File: src/rtl/rep_cmp_ctrl.sv
// Execute-stage sequencer for CMPS/SCAS with optional REPE/REPNE prefix.
// Consumes comparator results, counts down the repeat count and reports ZF/CF/count on completion.
module rep_cmp_ctrl #(
  parameter int unsigned CNT_W = 32
) (
  input  logic             clk,
  input  logic             reset,
  input  logic             start,
  input  logic [1:0]       rep_mode,
  input  logic [CNT_W-1:0] count_in,
  input  logic             flush,
  input  logic             elem_valid,
  output logic             elem_ready,
  input  logic             agb,
  input  logic             eq,
  input  logic             bga,
  output logic             busy,
  output logic             done,
  output logic             zf,
  output logic             cf,
  output logic [CNT_W-1:0] count_out,
  output logic             err
);

  typedef enum logic [1:0] {StIdle, StRun, StDone} state_e;

  localparam logic [1:0] ModeSingle = 2'b00;
  localparam logic [1:0] ModeRepe   = 2'b01;
  localparam logic [1:0] ModeRepne  = 2'b10;

  state_e           r_state;
  state_e           w_state_next;
  logic [1:0]       r_mode;
  logic [CNT_W-1:0] r_cnt;
  logic             r_zf;
  logic             r_cf;
  logic [CNT_W-1:0] r_count_out;
  logic             r_err;

  logic [1:0]       w_mode_in;
  logic             w_rep_in;
  logic             w_zero_rep;
  logic             w_onehot;
  logic [CNT_W-1:0] w_cnt_dec;
  logic             w_term;
  logic             w_accept;

  // Encoding 11 is folded into single-compare mode at latch time.
  assign w_mode_in  = (rep_mode == 2'b11) ? ModeSingle : rep_mode;
  assign w_rep_in   = (w_mode_in != ModeSingle);
  assign w_zero_rep = w_rep_in && (count_in == '0);

  // Odd parity excludes 0 and 2 set bits; the AND term excludes all three set.
  assign w_onehot  = (agb ^ eq ^ bga) & ~(agb & eq & bga);
  assign w_cnt_dec = r_cnt - CNT_W'(1);
  assign w_accept  = elem_valid & elem_ready;

  assign w_term = ~w_onehot
                | (r_mode == ModeSingle)
                | (w_cnt_dec == '0)
                | ((r_mode == ModeRepe) & ~eq)
                | ((r_mode == ModeRepne) & eq);

  always_ff @(posedge clk or posedge reset) begin
    if (reset) begin
      r_state <= StIdle;
    end else begin
      r_state <= w_state_next;
    end
  end

  always_comb begin
    w_state_next = r_state;
    unique case (r_state)
      StIdle: begin
        if (start) begin
          w_state_next = w_zero_rep ? StDone : StRun;
        end
      end
      StRun: begin
        if (flush) begin
          w_state_next = StIdle;
        end else if (w_accept && w_term) begin
          w_state_next = StDone;
        end
      end
      StDone: begin
        w_state_next = StIdle;
      end
      default: begin
        w_state_next = StIdle;
      end
    endcase
  end

  always_comb begin
    busy       = (r_state != StIdle);
    done       = (r_state == StDone) && !flush;
    elem_ready = (r_state == StRun) && !flush;
  end

  always_ff @(posedge clk or posedge reset) begin
    if (reset) begin
      r_mode      <= ModeSingle;
      r_cnt       <= '0;
      r_zf        <= 1'b0;
      r_cf        <= 1'b0;
      r_count_out <= '0;
      r_err       <= 1'b0;
    end else begin
      if ((r_state == StIdle) && start) begin
        r_mode <= w_mode_in;
        r_cnt  <= count_in;
        if (w_zero_rep) begin
          r_count_out <= '0;
        end
      end
      if (w_accept) begin
        if (!w_onehot) begin
          r_err <= 1'b1;
          r_zf  <= 1'b0;
          r_cf  <= 1'b0;
        end else begin
          r_zf <= eq;
          r_cf <= bga;
        end
        // Single mode reports the untouched count; rep modes report the decremented one.
        if (r_mode == ModeSingle) begin
          r_count_out <= r_cnt;
        end else begin
          r_cnt       <= w_cnt_dec;
          r_count_out <= w_cnt_dec;
        end
      end
    end
  end

  assign zf        = r_zf;
  assign cf        = r_cf;
  assign count_out = r_count_out;
  assign err       = r_err;

endmodule

File: config.mk
export PLATFORM = sky130hd
export DESIGN_NAME = rep_cmp_ctrl
export DESIGN_NICKNAME = d
export VERILOG_FILES = /design/src/rtl/rep_cmp_ctrl.sv
export SDC_FILE = /design/constraint.sdc
export NUM_CORES = 1
export LEC_CHECK = 0
export BUFFER_PORTS_ARGS = -buffer_cell sky130_fd_sc_hd__buf_4
export CORE_UTILIZATION = 55
export CTS_BUF_LIST = sky130_fd_sc_hd__clkbuf_8
export DETAILED_ROUTE_END_ITERATION = 16
export HOLD_SLACK_MARGIN = 0.12
export PLACE_DENSITY = 0.83
export SKIP_CTS_REPAIR_TIMING = 1
export SLEW_MARGIN = 20
export SYNTH_ARGS = -nofsm -noshare
export SYNTH_HDL_FRONTEND = slang
export SYNTH_SLANG_ARGS = --single-unit
File: constraint.sdc
create_clock -name clk -period 3.3 [get_ports clk]
set_input_delay 0.495 -clock clk [delete_from_list [all_inputs] [get_ports clk]]
set_output_delay 0.495 -clock clk [all_outputs]
set_load 0.02 [all_outputs]
Word level (Yosys, flattened, before mapping)
Index checks and enable logic that the tools add are counted.
{ "classes": {"n_eq_ne": 7, "add_sub_neg": 1, "mux": 15, "bitwise": 15, "reduce_logical": 17} }
{ "ops": {"columns": ["operator", "n"], "rows": [
  ["$mux W32", 7],
  ["$logic_not A32 Y1", 2],
  ["$sub A32 B1 Y32 const B", 1],
  ["$mux W2", 5],
  ["$reduce_bool A2 Y1", 4],
  ["$and A1 B1 Y1", 6],
  ["$eq A2 B2 Y1 const B", 3],
  ["$reduce_and A2 Y1", 3],
  ["$logic_and A1 B1 Y1", 5],
  ["$eq A2 B1 Y1 const B", 2],
  ["$logic_not A2 Y1", 2],
  ["$or A1 B1 Y1", 4],
  ["$pmux W2 S2", 1],
  ["$ne A3 B3 Y1 const B", 1],
  ["$not A1 Y1", 3],
  ["$mux W1", 2],
  ["$ne A2 B2 Y1 const B", 1],
  ["$xor A1 B1 Y1", 2],
  ["$logic_not A1 Y1", 1]
]} }
{ "totals": {"reg_bits": 71, "word_cells": 62, "output_inout_bits": 38} }

Depth between registers and ports, before layout
{ "logic_depth": {"depth_word": 13, "depth_mapped": 10, "ltp_nobuf": 9} }

Worst setup path after synthesis
No wires, ideal clock.
{ "synth_path": {"path_type": "reg2reg", "from": "register r_cnt[0]", "to": "register r_state[0]", "arrival_time_ps": 2838, "n_path_buf": 1, "setup_time_ps": 132, "synth_period_minus_slack_ps": 2970, "stages_incl_launch_ff": 11, "setup_slack_ps": 330, "cell_sequence": "dfrtp_1 > inv_1 > ha_1 > or3b_1 > clkbuf_1 > nor4_1 > xnor2_1 > nand3_1 > or4b_1 > o31ai_2 > o22ai_1"} }
{ "synth_between": {"elab_chain_len": 8} }
{ "synth_rtl": {"columns": ["item", "line", "rtl"], "rows": [
  ["from (decl)", "34", "logic [CNT_W-1:0] r_cnt;"],
  ["from (signal assigned)", "113", "r_cnt <= count_in;"],
  ["from (signal assigned)", "131", "r_cnt <= w_cnt_dec;"],
  ["$sub A32 B1 Y32", "55", "assign w_cnt_dec = r_cnt - CNT_W'(1);"],
  ["$logic_not A32 Y1", "60", "| (w_cnt_dec == '0)"],
  ["$or A1 B1 Y1", "60", null],
  ["$or A1 B1 Y1", "61", "| ((r_mode == ModeRepe) & ~eq)"],
  ["$or A1 B1 Y1", "62", "| ((r_mode == ModeRepne) & eq);"],
  ["$logic_and A1 B1 Y1", "83", "end else if (w_accept && w_term) begin"],
  ["$ne A3 B3 Y1 (no line)", null, null],
  ["$reduce_and A2 Y1 (no line)", null, null],
  ["to (signal assigned)", "66", "r_state <= StIdle;"],
  ["to (signal assigned)", "68", "r_state <= w_state_next;"],
  ["to (decl)", "31", "state_e r_state;"]
]} }
Every way passes these cells.
A chain may end at the register's enable or synchronous reset.

Worst setup path after layout
Ends and elaborated chain as after synthesis.

==> metrics.txt <==
routed wirelength normalized by instance count 20.4 um; total nets after synthesis 593; final-layout setup total negative slack 0 ns; design internal power 2.28 mW; maximum buffer depth of the clock tree 2; Worst R2R End r_state[0]; clock buffers created by TritonCTS 9; Max Fanout on Critical Path 7; overall die height 93.1 um; launch point of the worst reg-to-reg path r_cnt[0]; clock latency at the later pin of the worst-skew pair 0.36 ns; setup repair after global routing missed its margin false; PD cells 734 mW/mm^2; highest achievable clock rate 322 MHz; Synth Register Bits 71; Crit path required time 3.52 ns; final critical-path required period 3.11 ns; endpoint kind of the worst setup timing path register; start-to-end type of the worst setup path register to register; Psw 1.73 mW; Clock Power Share 18.5%; horizontal extent of the die 93.1 um; area fraction of the dominant cell type after synthesis 38.9%; proportion of layout cells with a drive suffix above 1 23.5%; leading cell types by total area after synthesis dfrtp_1 (39%), nand2_1 (6.4%), a21oi_1 (5.2%); warning count from the yosys run 0; Setup-failing EPs final 0; port buffer count 79; count of fill cells added during filler insertion 651; leakage power figure 2.32 nW; core outline area 0.00789 sq mm; Placer Congestion 0.948; Boundary Pins 80; number of cells produced by synthesis 546; detailed-route via count 4581; maximum level of the CTS H-tree 3; antenna violations before repair 0; skew final 0.00968 ns; share of synthesized registers carrying an async set or reset 100%; worst endpoint data arrival time 3.33 ns; slew at the pin with the worst max-slew slack 0.945 ns; number of max-slew violations in the final report 0; Total Wirelength 14700 um; vias in the first global route 4345; library cell occupying the most area in the post-synthesis netlist dfrtp_1; pin count of the biggest net entering global routing 54; DRC violations left 0; Netlist cell types 59; Post-Synthesis Cell Area 0.00456 sq mm; run status completed; maximum vdd drop 0.442 mV; share of the yosys chip area belonging to registers 38.9%; starting density of the core 57.9%; main flop type after synthesis dfrtp_1; part of the total power dissipated in combinational logic 43.2%; Min-Delay Path Class input pin to async pin; Max-Slew Margin vs Limit 36.8%; # nets final 660; combined global-route utilization of all metal layers 35.9%; post-route ant nets 0; Area Overhead vs Synth 19.7%; average via count per standard cell 6.36; part of the total power dissipated in sequential elements 38.3%; cells on worst reg2reg path 9; floorplan die area 0.00867 sq mm; Design Power 4.01 mW; Remaining Overflow, GRT 0; launching element type of the critical path register; wire length of the first global-routing pass 23600 um; Hold Fails Final Rpt 0; reg2reg setup slack 0.19 ns; switching power as a share of total power 43.2%; clock net sink count 71; Mean Syn Cell Area 8.36 sq um; share of the cycle needed by the critical path after routing 94.1%; dpl hpwl 10700 um; clock tree from TritonCTS done; root buf cell clkbuf_8; router iterations before antenna repair 7; number of placement rows 32; antenna cells 0; initial drt markers 357; max-capacitance violation count 0; clock slew at reported path FFs 0.08 ns; number of enable flip-flop cells after synthesis 0
sequential cells by signal, summed over array words and instances, names as in the netlist:
signal and flops:
r_cnt 32, err 1, count_out 32, zf 1, r_state 2, cf 1, r_mode 2
per-stage QoR:
step	hold slack, ns	cells	setup WS (ns)	utilization (%)	cell area (sq um)
6_report	0.267	720	0.194	69.3	5470
3_5_place_dp	0.450	704	0.218	66.6	5260
4_1_cts	0.285	720	0.201	69.3	5460
5_1_grt	0.326	720	0.0125	69.3	5470
3_3_place_gp	0.442	704	0.335	66.6	5260
2_1_floorplan	0.482	546	0.330	-	4560
critical path, cell delays in order (launching register included):
cell and delay (ns):
dfrtp_1 0.46, inv_1 0.16, ha_1 0.30, nor3b_1 0.34
nand4_1 0.24, nor3_1 0.40, xor2_1 0.12, or4_1 0.55
o31ai_2 0.29, o22ai_1 0.12
synth_stat cells (4+ instances only):
cell type / instances
nand3_1: 18
ha_1: 5
dfrtp_1: 71
nand4_1: 7
mux2i_1: 15
clkbuf_1: 32
buf_2: 4
a21oi_1: 47
xnor2_1: 15
or4_1: 6
o221ai_1: 5
nand2_1: 78
o22ai_1: 22
or3_1: 5
a311oi_1: 13
o21ai_0: 32
nor2_1: 62
inv_1: 10
xor2_1: 7
buf_6: 4
nor4_1: 16
nor3_1: 14
per-layer routing:
layer  vias to the layer above  global-route usage [%]  part of all wire, %
li1                       2132                       -                    -
met1                      2206                    49.0                   42
met2                       211                    58.8                   49
met3                        32                    4.80                  6.8
met4                         0                    12.4                  2.3
met5                         -                       0                    0
layout make-up:
cell class / count / area (sq um) / area share [%]
timing repair buffer: 99 / 756 / 13.8
inverter: 10 / 37.5 / 0.687
clock buffer: 10 / 138 / 2.52
multi-input combinational: 422 / 2560 / 46.9
tap: 102 / 128 / 2.34
sequential: 71 / 1780 / 32.5
clock inverter: 6 / 68.8 / 1.26
how the worst max path moves through the flow:
| stage | depth (start not counted) | from | endpoint |
|---|---|---|---|
| CTS | 10 | r_cnt[0] | r_state[0] |
| global placement | 10 | r_cnt[0] | r_state[0] |
| floorplan | 10 | r_cnt[0] | r_state[0] |
| detailed placement | 10 | r_cnt[0] | r_state[0] |
| global route | 9 | r_cnt[0] | r_state[0] |
| finish | 9 | r_cnt[0] | r_state[0] |
power by group through the flow:
stage | clock [mW] | combinational (mW) | sequential (mW)
final | 0.741 | 1.73 | 1.54
after global routing | 0.786 | 1.89 | 1.58
after CTS | 0.748 | 1.73 | 1.53
after detailed placement | 0 | 1.72 | 1.54
after global placement | 0 | 1.69 | 1.52
after floorplan | 0 | 0.943 | 1.65
kinds of logic after synthesis:
family	count (synthesis)	share of synthesized area (%)
AO/OA/AOI/OAI	144	20.1
adder cells (fa/ha/maj)	5	1.37
flip-flops	71	38.9
AND/OR/NAND/NOR	233	26.1
buffers and inverters	53	5.21
multiplexers	18	4.03
XOR/XNOR	22	4.22
cells in the final DEF, fill, tap and decap left out, types with 4 or more instances in the layout:
master	netlist	layout
a21oi_1	47	47
a311oi_1	13	13
buf_4	1	98
clkbuf_8	0	10
dfrtp_1	71	71
ha_1	5	5
inv_1	10	9
mux2i_1	15	15
nand2_1	78	78
nand3_1	18	18
nand4_1	7	7
nor2_1	62	61
nor3_1	14	14
nor4_1	16	15
nor4_2	3	4
o21ai_0	32	32
o221ai_1	5	5
o22ai_1	22	22
or3_1	5	5
or4_1	6	6
xnor2_1	15	15
xor2_1	7	7
Power figures use the tool's default switching activity.
